==> config.mk <==
export PLATFORM = sky130hd
export DESIGN_NAME = ysyx_22041071_axi_rd_arbiter
export DESIGN_NICKNAME = d
export VERILOG_FILES = /design/src/rtl/ysyx_22041071_axi_rd_arbiter_pkg.sv /design/src/rtl/ysyx_22041071_rr_arb2.sv /design/src/rtl/ysyx_22041071_axi_rd_arbiter.sv
export SDC_FILE = /design/constraint.sdc
export NUM_CORES = 1
export LEC_CHECK = 0
export CORE_AREA = 5 5 146 148
export CTS_BUF_LIST = sky130_fd_sc_hd__clkbuf_8
export DETAILED_ROUTE_END_ITERATION = 16
export DIE_AREA = 0 0 151 153
export GPL_ROUTABILITY_DRIVEN = 0
export PLACE_DENSITY = 0.68
export SETUP_SLACK_MARGIN = 0.15
export SYNTH_ARGS = -nofsm -noshare
export SYNTH_HDL_FRONTEND = slang
export SYNTH_SLANG_ARGS = --single-unit
==> constraint.sdc <==
create_clock -name clk -period 1.9 [get_ports clk]
set_input_delay 0.38 -clock clk [delete_from_list [all_inputs] [get_ports clk]]
set_output_delay 0.38 -clock clk [all_outputs]
set_load 0.01 [all_outputs]
==> src/rtl/ysyx_22041071_axi_rd_arbiter_pkg.sv <==
// Shared definitions for the AXI read-channel arbiter.
//   - FSM state encoding (IDLE / ADDR / DATA)
//   - requester indices, which double as the AXI ID of each requester
//   - AXI burst type and default bus widths
package ysyx_22041071_axi_rd_arbiter_pkg;

    localparam int unsigned ysyx_22041071_ADDR_BUS       = 64;
    localparam int unsigned ysyx_22041071_DATA_BUS       = 64;
    localparam int unsigned ysyx_22041071_AXI_LEN_WIDTH  = 8;
    localparam int unsigned ysyx_22041071_AXI_ID_WIDTH   = 4;

    localparam int unsigned REQ_IF = 0;
    localparam int unsigned REQ_LS = 1;

    localparam logic [1:0] BURST_INCR = 2'b01;

    typedef enum logic [1:0] {
        ysyx_22041071_ARB_IDLE = 2'd0,
        ysyx_22041071_ARB_ADDR = 2'd1,
        ysyx_22041071_ARB_DATA = 2'd2
    } arb_state_e;

endpackage

==> src/rtl/ysyx_22041071_rr_arb2.sv <==
// Two-way round-robin grant.
//   clk, reset   : clock, synchronous active-high reset
//   req_i[1:0]   : request vector, bit index = requester index
//   accept_i     : the current grant is being taken this cycle
//   gnt_o[1:0]   : one-hot grant (combinational)
// The last-grant pointer resets to LS so IF wins the first tie, and only
// moves when a grant is actually accepted.
module ysyx_22041071_rr_arb2
    import ysyx_22041071_axi_rd_arbiter_pkg::*;
(
    input  logic       clk,
    input  logic       reset,
    input  logic [1:0] req_i,
    input  logic       accept_i,
    output logic [1:0] gnt_o
);

    logic last_q;

    always_comb begin
        gnt_o = 2'b00;
        case (req_i)
            2'b01:   gnt_o = 2'b01;
            2'b10:   gnt_o = 2'b10;
            2'b11:   gnt_o = last_q ? 2'b01 : 2'b10;
            default: gnt_o = 2'b00;
        endcase
    end

    always_ff @(posedge clk) begin
        if (reset) begin
            last_q <= 1'b1;
        end else if (accept_i && (gnt_o != 2'b00)) begin
            last_q <= gnt_o[REQ_LS];
        end
    end

endmodule

==> src/rtl/ysyx_22041071_axi_rd_arbiter.sv <==
// Shares one AXI4 read channel between instruction fetch (IF) and load (LS).
// One transaction outstanding; round-robin grant; R beats routed to owner.
//   clk, reset                : clock, synchronous active-high reset
//   if_/ls_ar_valid,addr,len,size : requester AR side; *_ar_ready out
//   if_/ls_r_valid, r_data/resp/last : beats back to the owning requester
//   axi_ar_*, axi_r_*         : AXI4 master read channel
//   proto_err                 : sticky burst-length / ID mismatch flag
//
// state | meaning
// IDLE  | choose a requester, latch its request on the grant edge
// ADDR  | present latched AR until axi_ar_ready
// DATA  | accept R beats until a beat with axi_r_last
module ysyx_22041071_axi_rd_arbiter
    import ysyx_22041071_axi_rd_arbiter_pkg::*;
#(
    parameter int unsigned ADDR_W = ysyx_22041071_ADDR_BUS,
    parameter int unsigned DATA_W = ysyx_22041071_DATA_BUS,
    parameter int unsigned LEN_W  = ysyx_22041071_AXI_LEN_WIDTH,
    parameter int unsigned ID_W   = ysyx_22041071_AXI_ID_WIDTH
) (
    input  logic              clk,
    input  logic              reset,
    input  logic              if_ar_valid,
    input  logic [ADDR_W-1:0] if_addr,
    input  logic [LEN_W-1:0]  if_len,
    input  logic [1:0]        if_size,
    output logic              if_ar_ready,
    input  logic              ls_ar_valid,
    input  logic [ADDR_W-1:0] ls_addr,
    input  logic [LEN_W-1:0]  ls_len,
    input  logic [1:0]        ls_size,
    output logic              ls_ar_ready,
    output logic              if_r_valid,
    output logic              ls_r_valid,
    output logic [DATA_W-1:0] r_data,
    output logic [1:0]        r_resp,
    output logic              r_last,
    output logic              axi_ar_valid,
    input  logic              axi_ar_ready,
    output logic [ADDR_W-1:0] axi_ar_addr,
    output logic [LEN_W-1:0]  axi_ar_len,
    output logic [2:0]        axi_ar_size,
    output logic [1:0]        axi_ar_burst,
    output logic [ID_W-1:0]   axi_ar_id,
    input  logic              axi_r_valid,
    output logic              axi_r_ready,
    input  logic [DATA_W-1:0] axi_r_data,
    input  logic [1:0]        axi_r_resp,
    input  logic              axi_r_last,
    input  logic [ID_W-1:0]   axi_r_id,
    output logic              proto_err
);

    arb_state_e        state_q, state_d;
    logic [ADDR_W-1:0] addr_q;
    logic [LEN_W-1:0]  len_q;
    logic [1:0]        size_q;
    logic [ID_W-1:0]   id_q;
    logic [LEN_W-1:0]  cnt_q;
    logic              proto_err_q;

    logic [1:0] gnt;
    logic       grant_fire;
    logic       beat_fire;
    logic       owner_ls;
    logic       beat_err;

    // Requests are only taken in IDLE; reset masks the combinational ready
    // so nothing looks accepted while the block is being reset.
    assign grant_fire = (state_q == ysyx_22041071_ARB_IDLE) && (gnt != 2'b00) && !reset;

    ysyx_22041071_rr_arb2 u_rr_arb2 (
        .clk      (clk),
        .reset    (reset),
        .req_i    ({ls_ar_valid, if_ar_valid}),
        .accept_i (grant_fire),
        .gnt_o    (gnt)
    );

    assign if_ar_ready = grant_fire && gnt[REQ_IF];
    assign ls_ar_ready = grant_fire && gnt[REQ_LS];

    always_comb begin
        state_d = state_q;
        case (state_q)
            ysyx_22041071_ARB_IDLE: if (grant_fire)               state_d = ysyx_22041071_ARB_ADDR;
            ysyx_22041071_ARB_ADDR: if (axi_ar_ready)             state_d = ysyx_22041071_ARB_DATA;
            ysyx_22041071_ARB_DATA: if (beat_fire && axi_r_last)  state_d = ysyx_22041071_ARB_IDLE;
            default:                                              state_d = ysyx_22041071_ARB_IDLE;
        endcase
    end

    always_ff @(posedge clk) begin
        if (reset) state_q <= ysyx_22041071_ARB_IDLE;
        else       state_q <= state_d;
    end

    assign axi_ar_valid = (state_q == ysyx_22041071_ARB_ADDR);
    assign axi_r_ready  = (state_q == ysyx_22041071_ARB_DATA);
    assign beat_fire    = axi_r_ready && axi_r_valid;
    assign owner_ls     = (id_q == ID_W'(REQ_LS));

    // Error if last arrives early/late relative to the latched length, or the
    // slave answers with a foreign ID. The burst still ends only on r_last.
    assign beat_err = (axi_r_last != (cnt_q == len_q)) || (axi_r_id != id_q);

    always_ff @(posedge clk) begin
        if (reset) begin
            addr_q      <= '0;
            len_q       <= '0;
            size_q      <= '0;
            id_q        <= '0;
            cnt_q       <= '0;
            proto_err_q <= 1'b0;
        end else begin
            if (grant_fire) begin
                addr_q <= gnt[REQ_LS] ? ls_addr : if_addr;
                len_q  <= gnt[REQ_LS] ? ls_len  : if_len;
                size_q <= gnt[REQ_LS] ? ls_size : if_size;
                id_q   <= gnt[REQ_LS] ? ID_W'(REQ_LS) : ID_W'(REQ_IF);
                cnt_q  <= '0;
            end else if (beat_fire) begin
                cnt_q <= cnt_q + 1'b1;
            end
            if (beat_fire && beat_err) proto_err_q <= 1'b1;
        end
    end

    assign axi_ar_addr  = addr_q;
    assign axi_ar_len   = len_q;
    assign axi_ar_size  = {1'b0, size_q};
    assign axi_ar_burst = BURST_INCR;
    assign axi_ar_id    = id_q;

    assign if_r_valid = beat_fire && !owner_ls;
    assign ls_r_valid = beat_fire && owner_ls;
    assign r_data     = axi_r_data;
    assign r_resp     = axi_r_resp;
    assign r_last     = axi_r_last;
    assign proto_err  = proto_err_q;

endmodule

==> results.md <==
Run:
- The number of violations of the max-capacitance limit is 0.

Global route:
- The total routing resource utilization after global routing is ~12%.
- The number of global-route vias before repair is ~3800.
- The first-pass GRT wire length is ~22 mm.
- The number of antenna violations at the first check in global routing came to 0.
- Entering global routing, the biggest net connects 75 pins.
- For this run the aggregate overflow at the end of global routing stands at 0.

Synth:
- The most area-hungry cell type in the Yosys netlist is sky130_fd_sc_hd__dfxtp_1.
- Sequential cells were found to cover a little over two fifths of the synthesized design area.
- The leading cell type by number of instances after synthesis is sky130_fd_sc_hd__dfxtp_1.
- The most used flip-flop cell after synthesis is sky130_fd_sc_hd__dfxtp_1.
- In this run, synthesis inferred 0 flip-flops with an integrated enable.
- Summing every instance area after synthesis gives 0.00397 mm^2.
- The count of yosys warnings during synthesis is 0.
- In this run the biggest area consumer among cell types represents a little over two fifths of the synthesized area.
- In the synthesized netlist, the number of instances is 415.
- Sorting the synthesized cells by how often they occur yields sky130_fd_sc_hd__dfxtp_1 (87), sky130_fd_sc_hd__nor2_1 (83), sky130_fd_sc_hd__buf_4 (74).
- The number of library cell types mapped by synthesis is 38.
- The flip-flop and latch count after synthesis is 87.
- Counting flops with an async set or reset pin after synthesis yields a share of 0%.
- Yosys attributes the largest share of cell area to sky130_fd_sc_hd__dfxtp_1 (44%), sky130_fd_sc_hd__a222oi_1 (18%), sky130_fd_sc_hd__buf_4 (14%).
- The average instance area after synthesis is roughly 9.6 um^2.

Clocking:
- The tree is rooted in a sky130_fd_sc_hd__clkbuf_8.
- TritonCTS built the clock tree.
- Clock-pin slew was measured on the worst setup and hold paths at ~0.09 ns.
- In this run, CTS created clock tree buffers numbering 9.
- In this run the deepest clock path goes through 2 buffers.
- The maximum level of the CTS H-tree is 3.
- The clock sink count is just under 90.
- The clock latency on the worst-skew pair is about 0.36 ns.

Timing:
- The post-route clock period utilization is 89.1%.
- The worst-case headroom to the max-slew limit is a little over two fifths.
- The number of hold-slack violations in the final timing report came to 0.
- For the pin with the worst max-slew slack, the measured transition is between 0.8 and 0.9 ns.
- The count of final max-slew check failures is 0.
- Based on the critical path, the design can be clocked at up to 591 MHz.
- Setup repair after global routing left no endpoint under its margin.
- Setup violations remaining at the end of the flow were counted as 0.
- Clock skew on the completed layout was measured at approximately 0.0084 ns.
- After layout, the minimum clock period comes to ~1.7 ns.

Pwr:
- The power per standard cell area is ~710 mW/mm^2.
- Summed over all nets, the switching power comes to 1240 uW.
- The total power consumption of the routed design is ~4600 uW.
- The static power due to leakage is 0.00249 uW.
- The switching portion of total power is between 20% and 30%.
- The cell-internal power is approximately 3300 uW.
- In this run, flip-flops and latches consume between 40% and 50% of the power.
- The share of total power dissipated in combinational logic is roughly a quarter.
- The clock share of power is about a third.
- VDD sags by at most ~360 uV.

Layout:
- The number of antenna diodes in the final layout is 0.
- The non-filler instance count after layout is between 800 and 900.
- Registers take 0.00176 mm^2.
- The area used by multi-input combinational logic is around 0.0015 mm^2.
- For this run, the post-layout net count is approximately 810.
- Cells fill roughly a third of the core in the end.
- Counting the fill cells in the layout gives approximately 2100.
- From synthesis to final layout, the design area changed by 61.4%.
- The fraction of layout instances using a drive strength above 1 is 9.03%.

Floorplanning:
- The number of placed I/O pins is 380.
- The die is ~150 um tall.
- The initial cell density of the core is approximately a fifth.
- The area enclosed by the die boundary is between 0.02 and 0.025 mm^2.
- Measured along the x axis, the die boundary spans around 150 um.
- The number of rows in the core area is 52.
- The standard cell core area is 0.0199 mm^2.

Setup path:
- The worst endpoint required time is around 1.5 ns.
- The data arrival time of the critical path is 1.31 ns.
- The type of origin of the critical path is a primary input.
- By startpoint and endpoint, the worst setup path is classified as primary input to primary output.
- The worst setup path is captured at a primary output.
- Of all nets on the critical path, the largest fanout is 3.

Drt:
- Dividing the detail-routed wire length by the instance count gives between 15 and 20 um.
- The first-iteration detailed-routing DRC count is between 400 and 500.
- The final routed wirelength across all metal layers is between 10 and 15 mm.
- Dividing the detail-routed via count by the number of cells gives roughly 4.6.
- The post-detailed-route DRC marker count is 0.
- The residual antenna-violating net count after detailed routing is 0.
- The count of TritonRoute iterations in the first routing pass is 7.
- The vias after detailed routing is between 3000 and 4000.

Place:
- The half-perimeter wire length after placement is between 10 and 15 mm.
- In this run, placement finished with an instance count of about 840.
- The number of buffers added on ports is ~240.

Min path:
- The class of the tightest hold or removal check is primary input to register.

Status:
- The flow ran to the end, and the final reports show no timing, DRC or antenna violations.
## metal layers
layer | GRT usage, % | vias up | routed length (um)
li1 | - | 1808 | -
met1 | 14.1 | 1884 | 5660
met2 | 20.2 | 193 | 7260
met3 | 5.48 | 32 | 1660
met4 | 5.18 | 0 | 410
met5 | 0 | - | 0
## placed cells by master (no fill, tap or decap), types with 2 or more instances in the layout
cell type,instances
sky130_fd_sc_hd__o21ai_1,2
sky130_fd_sc_hd__xnor2_1,3
sky130_fd_sc_hd__nand2_1,6
sky130_fd_sc_hd__a22oi_1,3
sky130_fd_sc_hd__inv_1,6
sky130_fd_sc_hd__conb_1,6
sky130_fd_sc_hd__nor3_1,2
sky130_fd_sc_hd__a21oi_1,3
sky130_fd_sc_hd__nor2_1,83
sky130_fd_sc_hd__dlymetal6s2s_1,5
sky130_fd_sc_hd__buf_12,5
sky130_fd_sc_hd__nor4_1,2
sky130_fd_sc_hd__clkinv_4,2
sky130_fd_sc_hd__buf_4,15
sky130_fd_sc_hd__clkdlybuf4s50_1,219
sky130_fd_sc_hd__xor2_1,12
sky130_fd_sc_hd__buf_2,3
sky130_fd_sc_hd__dfxtp_2,8
sky130_fd_sc_hd__clkbuf_8,9
sky130_fd_sc_hd__bufinv_16,2
sky130_fd_sc_hd__nand4_1,3
sky130_fd_sc_hd__o21ai_0,2
sky130_fd_sc_hd__a222oi_1,72
sky130_fd_sc_hd__dfxtp_1,78
sky130_fd_sc_hd__dlygate4sd2_1,12
## kinds of logic (layout without fill, tap and decap cells)
logic type | count (synthesis) | in the layout | synth area share, %
DFF | 87 | 87 | 43.9
other | 2 | 6 | 0.189
adders and majority gates | 1 | 1 | 0.315
xor gates and xnor gates | 15 | 15 | 3.31
and+or+nand+nor | 109 | 109 | 11.7
buffers and inverters | 113 | 281 | 19.7
AOI/OAI and AO/OA | 88 | 88 | 20.9
## worst max-delay path, cell delays in order
cell and delay [ns]:
sky130_fd_sc_hd__clkdlybuf4s50_1 0.50, sky130_fd_sc_hd__nand2_1 0.06, sky130_fd_sc_hd__and4_2 0.24, sky130_fd_sc_hd__clkbuf_2 0.14
## repair_timing
action | in CTS | in global routing
hold buffers | 0 | 0
pin swaps | 1 | 2
endpoints found under the setup margin | 19 | 9
buffers inserted | 1 | 2
gates resized for setup | 32 | 10
cloned | 0 | 0
## flip-flops by register name, summed over array words and instances (netlist names)
name and count:
axi_ar_addr 64, axi_ar_id 1, axi_ar_len 8, cnt_q 8, proto_err 1, size_q 2
state_q 2, u_rr_arb2.last_q 1
## power by group through the flow
| stage | Sequential [uW] | Clock [uW] | Combinational [uW] |
|---|---|---|---|
| final | 2020 | 1450 | 1100 |
| after global routing | 2030 | 1600 | 1190 |
| after CTS | 2020 | 1530 | 1110 |
| after detailed placement | 2050 | 0 | 1120 |
| after global placement | 2050 | 0 | 1110 |
| after floorplan | 2080 | 0 | 532 |
## worst paths after layout
check | start | to | slack [ns] | cells past startpoint
worst max-delay path | if_ar_valid | ls_ar_ready | 0.21 | 4
worst min-delay path | reset | proto_err$_SDFFE_PP0P_ | 0.48 | 5
worst max register to register | state_q[0]$_SDFFE_PP0P_ | axi_ar_addr[23]$_SDFFE_PP0P_ | 0.29 | 6
worst min register to register | axi_ar_len[4]$_SDFFE_PP0P_ | axi_ar_len[4]$_SDFFE_PP0P_ | 0.50 | 2
## area by class of cell
class	count	share of cell area, %
well taps	270	5.27
repair buffers	261	40.6
clock inverters	7	1.41
flip-flops and latches	87	27.4
clock buffers	9	1.93
multi-input cells	219	23.1
inverters	4	0.234
## per-stage QoR
| step | setup WS [ns] | area (um^2) | hold slack (ns) | TNS, ns |
|---|---|---|---|---|
| 5_1_grt | 0.151 | 6410 | 0.497 | 0 |
| 6_report | 0.207 | 6410 | 0.479 | 0 |
| 2_1_floorplan | 0.498 | 3990 | 0.464 | 0 |
| 4_1_cts | 0.0433 | 6390 | 0.437 | 0 |
| 3_5_place_dp | -0.193 | 6170 | 0.500 | -11.50 |
| 3_3_place_gp | -0.183 | 6170 | 0.493 | -9.81 |
(Power assumes the default switching activity.)
